`config.mk`:
```
export PLATFORM = sky130hd
export DESIGN_NAME = multicycle_control_fsm_flat
export DESIGN_NICKNAME = d
export VERILOG_FILES = /design/src/rtl/mips_ctrl_pkg.sv /design/src/rtl/multicycle_control_fsm_if.sv /design/src/rtl/mem_wait_timer.sv /design/src/rtl/multicycle_control_fsm.sv /design/src/flat_wrapper.sv
export SDC_FILE = /design/constraint.sdc
export NUM_CORES = 1
export LEC_CHECK = 0
export CAP_MARGIN = 20
export CELL_PAD_IN_SITES_DETAIL_PLACEMENT = 1
export CELL_PAD_IN_SITES_GLOBAL_PLACEMENT = 1
export CORE_ASPECT_RATIO = 0.7
export CORE_MARGIN = 2
export CORE_UTILIZATION = 25
export CTS_CLUSTER_DIAMETER = 120
export DETAILED_ROUTE_END_ITERATION = 10
export GPL_ROUTABILITY_DRIVEN = 0
export PLACE_DENSITY = 0.74
export SYNTH_ARGS = -nofsm -noshare
export SYNTH_HDL_FRONTEND = slang
export SYNTH_SLANG_ARGS = --single-unit
```
`constraint.sdc`:
```
create_clock -name clk -period 3.3 [get_ports clk]
set_input_delay 0.66 -clock clk [delete_from_list [all_inputs] [get_ports clk]]
set_output_delay 0.66 -clock clk [all_outputs]
set_load 0.02 [all_outputs]
```
`src/rtl/mips_ctrl_pkg.sv`:
```
// Shared constants for the multicycle MIPS control sequencer: opcodes, states, mux encodings.
// Latency: n/a (package only).
// Backpressure: n/a (package only).
package mips_ctrl_pkg;

  // Opcode field IR[31:26]
  localparam logic [5:0] RTYPE = 6'b000000;
  localparam logic [5:0] LW    = 6'b100011;
  localparam logic [5:0] SW    = 6'b101011;
  localparam logic [5:0] ADDI  = 6'b001000;
  localparam logic [5:0] ANDI  = 6'b001100;
  localparam logic [5:0] BEQ   = 6'b000100;
  localparam logic [5:0] JAL   = 6'b000011;

  // Funct field IR[5:0]
  localparam logic [5:0] FUNCT_JR = 6'b001000;

  // ALU controller opcodes
  localparam logic [5:0] ALUOP_ADD = 6'b100011;
  localparam logic [5:0] ALUOP_SUB = 6'b000100;

  typedef enum logic [3:0] {
    S_FETCH   = 4'd0,
    S_DECODE  = 4'd1,
    S_MEMADDR = 4'd2,
    S_MEMRD   = 4'd3,
    S_MEMWB   = 4'd4,
    S_MEMWR   = 4'd5,
    S_EXEC    = 4'd6,
    S_ALUWB   = 4'd7,
    S_BRANCH  = 4'd8,
    S_JAL     = 4'd9,
    S_JR      = 4'd10,
    S_FAULT   = 4'd15
  } state_t;

  localparam logic [1:0] REGDST_RT = 2'b00;
  localparam logic [1:0] REGDST_RD = 2'b01;
  localparam logic [1:0] REGDST_RA = 2'b10;

  localparam logic [1:0] MEMTOREG_ALUOUT = 2'b00;
  localparam logic [1:0] MEMTOREG_MDR    = 2'b01;
  localparam logic [1:0] MEMTOREG_PC     = 2'b10;

  localparam logic [1:0] SRCB_REGB    = 2'b00;
  localparam logic [1:0] SRCB_FOUR    = 2'b01;
  localparam logic [1:0] SRCB_IMM     = 2'b10;
  localparam logic [1:0] SRCB_IMM_SH2 = 2'b11;

  localparam logic [1:0] PCSRC_ALU    = 2'b00;
  localparam logic [1:0] PCSRC_ALUOUT = 2'b01;
  localparam logic [1:0] PCSRC_JUMP   = 2'b10;
  localparam logic [1:0] PCSRC_REGA   = 2'b11;

  // States that own the shared memory port and therefore wait on MemReady
  function automatic logic is_mem_state(state_t s);
    return (s == S_FETCH) || (s == S_MEMRD) || (s == S_MEMWR);
  endfunction

endpackage

```
`src/rtl/multicycle_control_fsm_if.sv`:
```
// Control bundle between the multicycle sequencer (master) and the datapath (slave).
// Latency: n/a (wires only).
// Backpressure: MemReady from the datapath memory stalls the master in memory states.
// Ports: Opcode/Funct/MemReady toward the sequencer; enables, mux selects, ALUOp,
//        Fault and debug State toward the datapath.
interface multicycle_control_fsm_if;
  import mips_ctrl_pkg::*;

  logic [5:0] Opcode;
  logic [5:0] Funct;
  logic       MemReady;

  logic       PCWrite;
  logic       PCWriteCond;
  logic       IorD;
  logic       MemRead;
  logic       MemWrite;
  logic       IRWrite;
  logic       RegWrite;
  logic       ALUSrcA;
  logic [1:0] RegDst;
  logic [1:0] MemtoReg;
  logic [1:0] ALUSrcB;
  logic [1:0] PCSource;
  logic [5:0] ALUOp;
  logic       Fault;
  logic [3:0] State;

  modport master (
    input  Opcode, Funct, MemReady,
    output PCWrite, PCWriteCond, IorD, MemRead, MemWrite, IRWrite, RegWrite, ALUSrcA,
           RegDst, MemtoReg, ALUSrcB, PCSource, ALUOp, Fault, State
  );

  modport slave (
    output Opcode, Funct, MemReady,
    input  PCWrite, PCWriteCond, IorD, MemRead, MemWrite, IRWrite, RegWrite, ALUSrcA,
           RegDst, MemtoReg, ALUSrcB, PCSource, ALUOp, Fault, State
  );
endinterface

```
`src/rtl/mem_wait_timer.sv`:
```
// Counts consecutive memory wait cycles and flags when the allowed budget is used up.
// Latency: expired is combinational in the cycle the count reaches MEM_TIMEOUT-1 while waiting.
// Backpressure: none; clear has priority over waiting.
// Ports: clk, reset (sync, high), clear (zero the count), waiting (count this cycle), expired.
module mem_wait_timer #(
  parameter int MEM_TIMEOUT = 16
) (
  input  logic clk,
  input  logic reset,
  input  logic clear,
  input  logic waiting,
  output logic expired
);

  localparam logic [7:0] LIMIT = 8'(MEM_TIMEOUT - 1);

  logic [7:0] count;

  always_ff @(posedge clk) begin
    if (reset || clear) begin
      count <= 8'd0;
    end else if (waiting) begin
      count <= count + 8'd1;
    end
  end

  // Only meaningful while still waiting: a ready in the last allowed cycle wins.
  assign expired = waiting && (count == LIMIT);

endmodule

```
`src/rtl/multicycle_control_fsm.sv`:
```
// Multicycle MIPS sequencer: fetch/decode/execute/memory/write-back control, one state at a time.
// Latency: beq/jal/jr 3 cycles, R-type/addi/andi/sw 4, lw 5, plus one per MemReady-low cycle.
// Backpressure: holds in FETCH/MEMRD/MEMWR until MemReady; faults after MEM_TIMEOUT wait cycles.
// Ports: clk, reset (sync, high), bus (master modport: IR fields + MemReady in, controls out).
module multicycle_control_fsm
  import mips_ctrl_pkg::*;
#(
  parameter int MEM_TIMEOUT = 16
) (
  input  logic                        clk,
  input  logic                        reset,
  multicycle_control_fsm_if.master    bus
);

  state_t state_q, state_d;
  logic   in_mem, waiting, expired;

  // Counter sits at zero outside memory states, so every memory state is entered with a fresh count.
  assign in_mem  = is_mem_state(state_q);
  assign waiting = in_mem && !bus.MemReady;

  mem_wait_timer #(.MEM_TIMEOUT(MEM_TIMEOUT)) u_timer (
    .clk     (clk),
    .reset   (reset),
    .clear   (!in_mem || bus.MemReady),
    .waiting (waiting),
    .expired (expired)
  );

  // State register
  always_ff @(posedge clk) begin
    if (reset) begin
      state_q <= S_FETCH;
    end else begin
      state_q <= state_d;
    end
  end

  // Next-state logic
  always_comb begin
    state_d = state_q;
    case (state_q)
      S_FETCH: begin
        if (bus.MemReady)  state_d = S_DECODE;
        else if (expired)  state_d = S_FAULT;
      end
      S_DECODE: begin
        case (bus.Opcode)
          RTYPE:       state_d = (bus.Funct == FUNCT_JR) ? S_JR : S_EXEC;
          LW, SW:      state_d = S_MEMADDR;
          ADDI, ANDI:  state_d = S_EXEC;
          BEQ:         state_d = S_BRANCH;
          JAL:         state_d = S_JAL;
          default:     state_d = S_FAULT;
        endcase
      end
      S_MEMADDR: state_d = (bus.Opcode == LW) ? S_MEMRD : S_MEMWR;
      S_MEMRD: begin
        if (bus.MemReady)  state_d = S_MEMWB;
        else if (expired)  state_d = S_FAULT;
      end
      S_MEMWB:   state_d = S_FETCH;
      S_MEMWR: begin
        if (bus.MemReady)  state_d = S_FETCH;
        else if (expired)  state_d = S_FAULT;
      end
      S_EXEC:    state_d = S_ALUWB;
      S_ALUWB:   state_d = S_FETCH;
      S_BRANCH:  state_d = S_FETCH;
      S_JAL:     state_d = S_FETCH;
      S_JR:      state_d = S_FETCH;
      S_FAULT:   state_d = S_FAULT;
      default:   state_d = S_FAULT;
    endcase
  end

  // Output decode
  logic       pc_write, pc_write_cond, iord, mem_read, mem_write, ir_write, reg_write, alu_src_a;
  logic       fault;
  logic [1:0] reg_dst, mem_to_reg, alu_src_b, pc_source;
  logic [5:0] alu_op;
  logic [3:0] state_out;

  always_comb begin
    pc_write      = 1'b0;
    pc_write_cond = 1'b0;
    iord          = 1'b0;
    mem_read      = 1'b0;
    mem_write     = 1'b0;
    ir_write      = 1'b0;
    reg_write     = 1'b0;
    alu_src_a     = 1'b0;
    fault         = 1'b0;
    reg_dst       = REGDST_RT;
    mem_to_reg    = MEMTOREG_ALUOUT;
    alu_src_b     = SRCB_REGB;
    pc_source     = PCSRC_ALU;
    alu_op        = ALUOP_ADD;
    state_out     = state_q;
    case (state_q)
      S_FETCH: begin
        mem_read  = 1'b1;
        alu_src_b = SRCB_FOUR;
        // PC+4 and IR load happen only in the cycle memory delivers the word.
        ir_write  = bus.MemReady;
        pc_write  = bus.MemReady;
      end
      S_DECODE: alu_src_b = SRCB_IMM_SH2;
      S_MEMADDR: begin
        alu_src_a = 1'b1;
        alu_src_b = SRCB_IMM;
      end
      S_MEMRD: begin
        mem_read = 1'b1;
        iord     = 1'b1;
      end
      S_MEMWB: begin
        reg_write  = 1'b1;
        reg_dst    = REGDST_RT;
        mem_to_reg = MEMTOREG_MDR;
      end
      S_MEMWR: begin
        mem_write = 1'b1;
        iord      = 1'b1;
      end
      S_EXEC: begin
        alu_src_a = 1'b1;
        alu_src_b = (bus.Opcode == RTYPE) ? SRCB_REGB : SRCB_IMM;
        alu_op    = bus.Opcode;
      end
      S_ALUWB: begin
        reg_write  = 1'b1;
        mem_to_reg = MEMTOREG_ALUOUT;
        reg_dst    = (bus.Opcode == RTYPE) ? REGDST_RD : REGDST_RT;
      end
      S_BRANCH: begin
        alu_src_a     = 1'b1;
        alu_src_b     = SRCB_REGB;
        alu_op        = ALUOP_SUB;
        pc_write_cond = 1'b1;
        pc_source     = PCSRC_ALUOUT;
      end
      S_JAL: begin
        pc_write   = 1'b1;
        pc_source  = PCSRC_JUMP;
        reg_write  = 1'b1;
        reg_dst    = REGDST_RA;
        mem_to_reg = MEMTOREG_PC;
      end
      S_JR: begin
        pc_write  = 1'b1;
        pc_source = PCSRC_REGA;
      end
      S_FAULT: fault = 1'b1;
      default: fault = 1'b1;
    endcase
    // Reset quiets every output, including the debug state and the combinational fetch enables.
    if (reset) begin
      pc_write      = 1'b0;
      pc_write_cond = 1'b0;
      iord          = 1'b0;
      mem_read      = 1'b0;
      mem_write     = 1'b0;
      ir_write      = 1'b0;
      reg_write     = 1'b0;
      alu_src_a     = 1'b0;
      fault         = 1'b0;
      reg_dst       = 2'b00;
      mem_to_reg    = 2'b00;
      alu_src_b     = 2'b00;
      pc_source     = 2'b00;
      alu_op        = 6'b000000;
      state_out     = 4'd0;
    end
  end

  assign bus.PCWrite     = pc_write;
  assign bus.PCWriteCond = pc_write_cond;
  assign bus.IorD        = iord;
  assign bus.MemRead     = mem_read;
  assign bus.MemWrite    = mem_write;
  assign bus.IRWrite     = ir_write;
  assign bus.RegWrite    = reg_write;
  assign bus.ALUSrcA     = alu_src_a;
  assign bus.RegDst      = reg_dst;
  assign bus.MemtoReg    = mem_to_reg;
  assign bus.ALUSrcB     = alu_src_b;
  assign bus.PCSource    = pc_source;
  assign bus.ALUOp       = alu_op;
  assign bus.Fault       = fault;
  assign bus.State       = state_out;

endmodule

```
`src/flat_wrapper.sv`:
```
// flat-port wrapper written by rule: the top's interface ports become plain ports
module multicycle_control_fsm_flat import mips_ctrl_pkg::*;
#(
  parameter int MEM_TIMEOUT = 16
)
  (clk, reset, bus_Opcode, bus_Funct, bus_MemReady, bus_PCWrite, bus_PCWriteCond, bus_IorD, bus_MemRead, bus_MemWrite, bus_IRWrite, bus_RegWrite, bus_ALUSrcA, bus_RegDst, bus_MemtoReg, bus_ALUSrcB, bus_PCSource, bus_ALUOp, bus_Fault, bus_State);
  multicycle_control_fsm_if bus_i ();
  input  logic clk;
  input  logic reset;
  input wire logic [$bits(bus_i.Opcode)-1:0] bus_Opcode;
  input wire logic [$bits(bus_i.Funct)-1:0] bus_Funct;
  input wire logic [$bits(bus_i.MemReady)-1:0] bus_MemReady;
  output wire logic [$bits(bus_i.PCWrite)-1:0] bus_PCWrite;
  output wire logic [$bits(bus_i.PCWriteCond)-1:0] bus_PCWriteCond;
  output wire logic [$bits(bus_i.IorD)-1:0] bus_IorD;
  output wire logic [$bits(bus_i.MemRead)-1:0] bus_MemRead;
  output wire logic [$bits(bus_i.MemWrite)-1:0] bus_MemWrite;
  output wire logic [$bits(bus_i.IRWrite)-1:0] bus_IRWrite;
  output wire logic [$bits(bus_i.RegWrite)-1:0] bus_RegWrite;
  output wire logic [$bits(bus_i.ALUSrcA)-1:0] bus_ALUSrcA;
  output wire logic [$bits(bus_i.RegDst)-1:0] bus_RegDst;
  output wire logic [$bits(bus_i.MemtoReg)-1:0] bus_MemtoReg;
  output wire logic [$bits(bus_i.ALUSrcB)-1:0] bus_ALUSrcB;
  output wire logic [$bits(bus_i.PCSource)-1:0] bus_PCSource;
  output wire logic [$bits(bus_i.ALUOp)-1:0] bus_ALUOp;
  output wire logic [$bits(bus_i.Fault)-1:0] bus_Fault;
  output wire logic [$bits(bus_i.State)-1:0] bus_State;
  assign bus_i.Opcode = bus_Opcode;
  assign bus_i.Funct = bus_Funct;
  assign bus_i.MemReady = bus_MemReady;
  assign bus_PCWrite = bus_i.PCWrite;
  assign bus_PCWriteCond = bus_i.PCWriteCond;
  assign bus_IorD = bus_i.IorD;
  assign bus_MemRead = bus_i.MemRead;
  assign bus_MemWrite = bus_i.MemWrite;
  assign bus_IRWrite = bus_i.IRWrite;
  assign bus_RegWrite = bus_i.RegWrite;
  assign bus_ALUSrcA = bus_i.ALUSrcA;
  assign bus_RegDst = bus_i.RegDst;
  assign bus_MemtoReg = bus_i.MemtoReg;
  assign bus_ALUSrcB = bus_i.ALUSrcB;
  assign bus_PCSource = bus_i.PCSource;
  assign bus_ALUOp = bus_i.ALUOp;
  assign bus_Fault = bus_i.Fault;
  assign bus_State = bus_i.State;
  multicycle_control_fsm #(.MEM_TIMEOUT(MEM_TIMEOUT)) u_core (.clk(clk), .reset(reset), .bus(bus_i));
endmodule
```
==> results of run 1 <==
[cells by family (layout without fill, tap and decap cells)]
logic type,after synthesis,count (layout),synth area share (%)
AO/OA/AOI/OAI,41,41,25.62
XOR/XNOR,8,8,6.263
adder cells (fa/ha/maj),1,1,1.118
buffers and inverters,15,62,5.928
flip-flops,12,12,21.48
multiplexers,1,1,1.007
AND/OR/NAND/NOR,82,82,38.59
[registers in the layout, summed over array words and instances, names as in the netlist]
signal and count:
u_core.state_q 4, u_core.u_timer.count 8
[cells in the mapped netlist (2+ instances only)]
library cell  number
nor2_1            26
nand2_1           13
dfxtp_1           12
a21oi_1           11
nor2b_1            9
nor3_1             9
o21ai_0            8
buf_2              5
xnor2_1            4
xor2_1             4
and3_1             3
clkbuf_1           3
inv_1              3
nand2b_1           3
a21o_1             2
and2_1             2
inv_2              2
nand4b_1           2
nor4_1             2
nor4b_1            2
o211ai_1           2
or2_1              2
or3_1              2
[worst min-delay path by stage]
| stage | to | start | cells past startpoint |
|---|---|---|---|
| detailed placement | u_core.u_timer.count[0]$_SDFFE_PP0P_ | u_core.u_timer.count[0]$_SDFFE_PP0P_ | 1 |
| global placement | u_core.u_timer.count[0]$_SDFFE_PP0P_ | u_core.u_timer.count[0]$_SDFFE_PP0P_ | 1 |
| finish | u_core.u_timer.count[0]$_SDFFE_PP0P_ | u_core.u_timer.count[0]$_SDFFE_PP0P_ | 1 |
| global route | u_core.u_timer.count[0]$_SDFFE_PP0P_ | u_core.u_timer.count[0]$_SDFFE_PP0P_ | 1 |
| CTS | u_core.u_timer.count[0]$_SDFFE_PP0P_ | u_core.u_timer.count[0]$_SDFFE_PP0P_ | 1 |
| floorplan | u_core.u_timer.count[0]$_SDFFE_PP0P_ | u_core.u_timer.count[0]$_SDFFE_PP0P_ | 1 |
[area by class of cell]
cell class / count / area, µm² / share of cell area, %
Clock buffer: 4 / 55.05 / 3.247
Inverter: 5 / 18.77 / 1.107
Multi-Input combinational cell: 133 / 812.0 / 47.90
Sequential cell: 12 / 240.2 / 14.17
Tap cell: 55 / 68.82 / 4.059
Timing Repair Buffer: 53 / 500.5 / 29.52
[through the flow]
stage               power [mW]  hold WS, ns
finish                   1.026       0.4701
floorplan               0.6268       0.4175
global route             1.101       0.4889
detailed placement      0.8580       0.4475
CTS                      1.029       0.4692
global placement        0.8441       0.4318
[routing by layer]
layer	up-vias	track usage (%)	part of all wire [%]
li1	662	-	-
met1	648	22.06	50
met2	55	25.94	43
met3	9	1.657	5.2
met4	0	5.530	2.3
met5	-	0	0
[worst max-delay path, stage by stage]
cell and delay, ns:
clkdlybuf4s50_1 0.42, nor4_1 0.31, buf_4 0.18, nand2_1 0.05, nor4_1 0.16, clkdlybuf4s50_1 0.65
[power by group through the flow]
stage                     registers (mW)  logic [mW]  clock network (mW)
after CTS                          0.245       0.614               0.170
after global placement             0.245       0.599                   0
final                              0.246       0.613               0.167
after detailed placement           0.248       0.610                   0
after global routing               0.253       0.670               0.178
after floorplan                    0.180       0.447                   0
==> results.py, run 1 <==
metrics = {
    "min_path": {
        "hold_class": "flop to flop",
    },
    "placed_design": {
        "pre_cts_slack_ns": 0.1989,
        "port_buffers": 41,
        "place_hpwl_um": 2959,
        "placed_cell_area_mm2": 0.001640,
        "placed_cells": 258,
    },
    "detailed_routing": {
        "viasPerCell": 5.244,
        "wl_um": 3876,
        "vias": 1374,
        "drc": 0,
        "drtIter0Drc": 47,
        "ant_nets": 0,
        "drt_pre_antenna_iters": 4,
        "wl_per_cell_um": 14.79,
    },
    "floorplan": {
        "initial_core_util_pct": 25.84,
        "dieWidth_um": 83.95,
        "core_mm2": 0.004329,
        "std_cell_rows": 20,
        "die-area_mm2": 0.005034,
        "die_h_um": 59.97,
        "io_pins": 42,
    },
    "logic_synthesis": {
        "synth_cell_types": 52,
        "synth-main-ff-cell": "dfxtp_1",
        "syn-num-nets": 176,
        "synth_cells": 160,
        "syn_area_mm2": 0.001119,
        "yosys.area.top_type_share_pct": 21.48,
        "ys_ff_latch": 12,
        "ys_top_cells_by_area": "dfxtp_1, nor2_1, nor2b_1",
        "ys_seq_area_share_pct": 21.48,
        "syn_area_per_cell_um2": 6.991,
        "synth.yosys.warnings": 0,
        "ys_async_sr_fraction_pct": 0,
        "synth_edf_count": 0,
        "synth_largest_area_cell": "dfxtp_1",
    },
    "worst_setup_path": {
        "cp-startpoint": "bus_Opcode[5]",
        "reg2reg_slack_ns": 1.38,
        "critPathCapture": "bus_RegDst[0]",
        "crit_type": "primary input to primary output",
        "end_kind": "primary output",
        "timing.rr.start": "u_core.state_q[0]$_SDFF_PP0_",
        "required_ns": 2.64,
        "crit_arrival_ns": 2.43,
        "regToRegEndpoint": "u_core.state_q[2]$_SDFF_PP0_",
        "cp-start-kind": "primary input",
        "r2r_cells": 4,
        "path_max_fanout": 3,
    },
    "run_status": {
        "status": "complete, no violations",
    },
    "cells_and_area": {
        "area_growth_pct": 51.57,
        "final_util_pct": 39.16,
        "nFillCells": 559,
        "layout_commonest_cell": "clkdlybuf4s50_1",
        "layout_common_cells": "clkdlybuf4s50_1, nor2_1, nand2_1, buf_4, dfxtp_1",
        "final_net_count": 224,
        "drive_gt1_share_pct": 12.08,
        "final_cell_area_mm2": 0.001695,
        "n_antenna_cell": 0,
        "stdcell_count": 262,
    },
    "clock_tree": {
        "cts_tree": "done",
        "hold_buffers": 0,
        "cts.sink_count": 12,
        "clk_latency_ns": 0.25,
        "postCtsSetupBuffers": 0,
        "htreeDepth": 1,
        "clk_pin_slew_ns": 0.05,
        "cts-resized-gates": 0,
        "cts_root_buf": "clkbuf_8",
        "numCtsBuffers": 3,
        "clk_path_buf_depth": 2,
    },
    "grt": {
        "grt_max_degree": 19,
        "grt_pass1_vias": 1260,
        "antenna_found_initial": 0,
        "grt-ovfl-total": 0,
        "globalRouteTotalUtil_pct": 15.85,
        "grt_pass1_wl_um": 6292,
    },
    "pwr": {
        "p_switching_mw": 0.4724,
        "p_clk_share_pct": 16.3,
        "p_leak_nw": 0.6187,
        "peakVddDrop_mv": 0.1935,
        "switching_share_pct": 46.05,
        "seqPwrFrac_pct": 24.0,
        "power.internal_mw": 0.5534,
        "powerDensity_mw_per_mm2": 605.1,
        "comb_power_share_pct": 59.7,
    },
    "timing": {
        "tns_ns": 0,
        "worst_pin_slew_ns": 0.7200,
        "setup_violations": 0,
        "slew_viol_final": 0,
        "skew_ns": 0.006167,
        "period_share_pct": 93.70,
        "finalCriticalPeriod_ns": 3.092,
        "max_freq_mhz": 323.4,
        "rsz0062_at_grt": "false",
        "setup_slack_ns": 0.2078,
        "hold_violations": 0,
        "max_slew_margin_pct": 51.93,
    },
    "run": {
        "cap_violations": 0,
    },
}
Power figures use the tool's default switching activity.
==> run 2: changes to the inputs <==
--- a/config.mk
+++ b/config.mk
@@ -5,7 +5,7 @@
 export SDC_FILE = /design/constraint.sdc
 export NUM_CORES = 1
 export LEC_CHECK = 0
-export CAP_MARGIN = 20
+export CAP_MARGIN = 10
 export CELL_PAD_IN_SITES_DETAIL_PLACEMENT = 1
 export CELL_PAD_IN_SITES_GLOBAL_PLACEMENT = 1
 export CORE_ASPECT_RATIO = 0.7
@@ -14,7 +14,8 @@
 export CTS_CLUSTER_DIAMETER = 120
 export DETAILED_ROUTE_END_ITERATION = 10
 export GPL_ROUTABILITY_DRIVEN = 0
-export PLACE_DENSITY = 0.74
+export PLACE_DENSITY = 0.73
 export SYNTH_ARGS = -nofsm -noshare
 export SYNTH_HDL_FRONTEND = slang
+export SYNTH_HIERARCHICAL = 1
 export SYNTH_SLANG_ARGS = --single-unit
==> constraint.sdc (replaced) <==
create_clock -name clk -period 3.5 [get_ports clk]
set_input_delay 0.7 -clock clk [delete_from_list [all_inputs] [get_ports clk]]
set_output_delay 0.7 -clock clk [all_outputs]
set_load 0.02 [all_outputs]
==> results.py, run 2 <==
metrics = {
    "run_status": {
        "status": "complete, no violations",
    },
    "worst_setup_path": {
        "regToRegEndpoint": "u_core/state_q[1]$_SDFF_PP0_",
        "cp-start-kind": "primary input",
        "path_max_fanout": 6,
        "required_ns": 2.80,
        "end_kind": "primary output",
        "timing.rr.start": "u_core/state_q[2]$_SDFF_PP0_",
        "reg2reg_slack_ns": 0.57,
        "crit_arrival_ns": 2.72,
        "crit_type": "primary input to primary output",
        "r2r_cells": 10,
    },
    "clock_tree": {
        "postCtsSetupBuffers": 0,
        "clk_path_buf_depth": 2,
        "htreeDepth": 1,
        "hold_buffers": 0,
        "numCtsBuffers": 3,
        "cts_tree": "done",
        "clk_pin_slew_ns": 0.05,
        "cts_root_buf": "clkbuf_8",
        "clk_latency_ns": 0.24,
        "cts.sink_count": 12,
        "cts-resized-gates": 0,
    },
    "pwr": {
        "powerDensity_mw_per_mm2": 556.3,
        "p_leak_nw": 0.6108,
        "peakVddDrop_mv": 0.2575,
    },
    "detailed_routing": {
        "ant_nets": 0,
        "drtIter0Drc": 79,
        "drc": 0,
        "vias": 1318,
        "wl_per_cell_um": 15.19,
        "drt_pre_antenna_iters": 4,
        "wl_um": 3918,
        "viasPerCell": 5.109,
    },
    "logic_synthesis": {
        "synth_mux_area_share_pct": 0.8830,
        "ys_seq_area_share_pct": 21.19,
        "netlist_top_cells_count": "nor2_1, nand2_1, dfxtp_1, nor3_1, a21oi_1",
        "synth-main-ff-cell": "dfxtp_1",
        "syn-num-nets": 176,
        "ys_ff_latch": 12,
        "synth_edf_count": 0,
        "yosysMostFrequentCell": "nor2_1",
        "synth.yosys.warnings": 6,
        "synth_largest_area_cell": "dfxtp_1",
        "synth_cell_types": 53,
        "syn_area_per_cell_um2": 7.085,
        "ys_async_sr_fraction_pct": 0,
        "syn_area_mm2": 0.001134,
        "synth_xor_area_share_pct": 4.636,
        "ys_top_cells_by_area": "dfxtp_1, nor2_1, nor3_1",
        "synth_cells": 160,
        "yosys.area.top_type_share_pct": 21.19,
        "synth_fa_ha_area_share_pct": 1.104,
        "synth-compound-area-share_pct": 25.83,
        "yosys.area_share.simple_pct": 38.63,
        "synth_top_family_by_area": "simple AND/OR/NAND/NOR gates",
    },
    "grt": {
        "grt_pass1_vias": 1280,
        "grt_pass1_wl_um": 6375,
        "grt-ovfl-total": 0,
        "globalRouteTotalUtil_pct": 15.26,
        "grt_max_degree": 17,
        "antenna_found_initial": 0,
    },
    "timing": {
        "setup_violations": 0,
        "hold_violations": 0,
        "period_share_pct": 97.61,
        "finalCriticalPeriod_ns": 3.416,
        "max_slew_margin_pct": 62.99,
        "slew_viol_final": 0,
        "rsz0062_at_grt": "false",
        "skew_ns": 0.003506,
        "max_freq_mhz": 292.7,
        "worst_pin_slew_ns": 0.5544,
        "holdWs_ns": 0.5190,
        "tns_ns": 0,
    },
    "floorplan": {
        "io_pins": 42,
        "dieWidth_um": 84.49,
        "initial_core_util_pct": 26.03,
        "core_mm2": 0.004354,
        "die-area_mm2": 0.005098,
        "std_cell_rows": 20,
        "die_h_um": 60.34,
    },
    "placed_design": {
        "placed_cells": 254,
        "port_buffers": 41,
        "place_hpwl_um": 2987,
    },
    "cells_and_area": {
        "seq_area_um2": 240.2,
        "largest_register_ffs": 8,
        "largest_register": "u_core/u_timer/count",
        "n_antenna_cell": 0,
        "nFillCells": 541,
        "stdcell_count": 258,
        "top_regs": "u_core/u_timer/count x8, u_core/state_q x4",
        "layout_common_cells": "clkdlybuf4s50_1, nor2_1, nand2_1, nor3_1, dfxtp_1",
        "layout_commonest_cell": "clkdlybuf4s50_1",
        "final_net_count": 220,
        "drive_gt1_share_pct": 11.33,
        "multiInputGateArea_um2": 805.8,
        "area_growth_pct": 47.68,
    },
    "min_path": {
        "hold_class": "flop to flop",
        "hold_start": "u_core/u_timer/count[5]$_SDFFE_PP0P_",
        "holdPathStages": 2,
        "min_to": "u_core/u_timer/count[5]$_SDFFE_PP0P_",
    },
    "run": {
        "cap_violations": 0,
    },
}
==> run 2: metal layers <==
metal / wire length [µm] / up-vias / part of all wire [%] / global-route usage [%]
li1: - / 668 / - / -
met1: 2118 / 605 / 54 / 23.10
met2: 1608 / 37 / 41 / 23.62
met3: 148 / 8 / 3.8 / 2.313
met4: 42 / 0 / 1.1 / 2.041
met5: 0 / - / 0 / 0
==> run 2: worst max path at each step <==
stage | start | endpoint | slack, ns | depth (start not counted)
CTS | bus_Opcode[0] | bus_RegDst[0] | 0.13 | 5
floorplan | reset | bus_RegDst[1] | 0.92 | 3
detailed placement | bus_Opcode[1] | bus_RegDst[0] | 0.13 | 5
finish | bus_Opcode[1] | bus_RegDst[0] | 0.08 | 5
global placement | bus_Opcode[1] | bus_RegDst[0] | 0.24 | 5
global route | bus_Opcode[1] | bus_RegDst[0] | 0.02 | 5
==> run 2: cell type report <==
cell class	count	share of cell area [%]
Clock buffer	4	3.288
Inverter	9	2.018
Multi-Input combinational cell	129	48.13
Sequential cell	12	14.35
Tap cell	55	4.111
Timing Repair Buffer	49	28.10
==> run 2: cell families (layout without fill, tap and decap cells) <==
group,after synthesis,in the layout
multiplexers,1,1
adder cells (fa/ha/maj),1,1
AND/OR/NAND/NOR,80,80
AO/OA/AOI/OAI,41,41
flip-flops,12,12
buffers and inverters,19,62
XOR/XNOR,6,6
==> run 2: critical path, cell delays in order <==
cell and delay [ns]:
clkdlybuf4s50_1 0.50, nor3_1 0.45, nand3b_1 0.19, nor3_1 0.24, clkdlybuf4s50_1 0.63
==> run 2: where the power goes <==
group | switching [mW] | internal [mW] | leakage [nW]
logic | 0.327 | 0.242 | 0.485
registers | 0.0551 | 0.156 | 0.0974
clock network | 0.0519 | 0.0994 | 0.0288
==> run 2: per-stage QoR <==
step	util (%)	power (mW)	instance area, µm²	worst slack [ns]
2_1_floorplan	-	0.5652	1134	0.9156
3_3_place_gp	37.18	0.7747	1619	0.2433
3_5_place_dp	37.18	0.7769	1619	0.1335
4_1_cts	38.45	0.9356	1674	0.1328
5_1_grt	38.45	0.9958	1674	0.02033
6_report	38.45	0.9312	1674	0.08357
==> run 3: changes to the inputs <==
--- a/config.mk
+++ b/config.mk
@@ -5,6 +5,7 @@
 export SDC_FILE = /design/constraint.sdc
 export NUM_CORES = 1
 export LEC_CHECK = 0
+export ABC_CLOCK_PERIOD_IN_PS = 3500
 export CAP_MARGIN = 10
 export CELL_PAD_IN_SITES_DETAIL_PLACEMENT = 1
 export CELL_PAD_IN_SITES_GLOBAL_PLACEMENT = 1
==> results of run 3 <==
Final layout, timing and power as in run 2 (identical DEF).
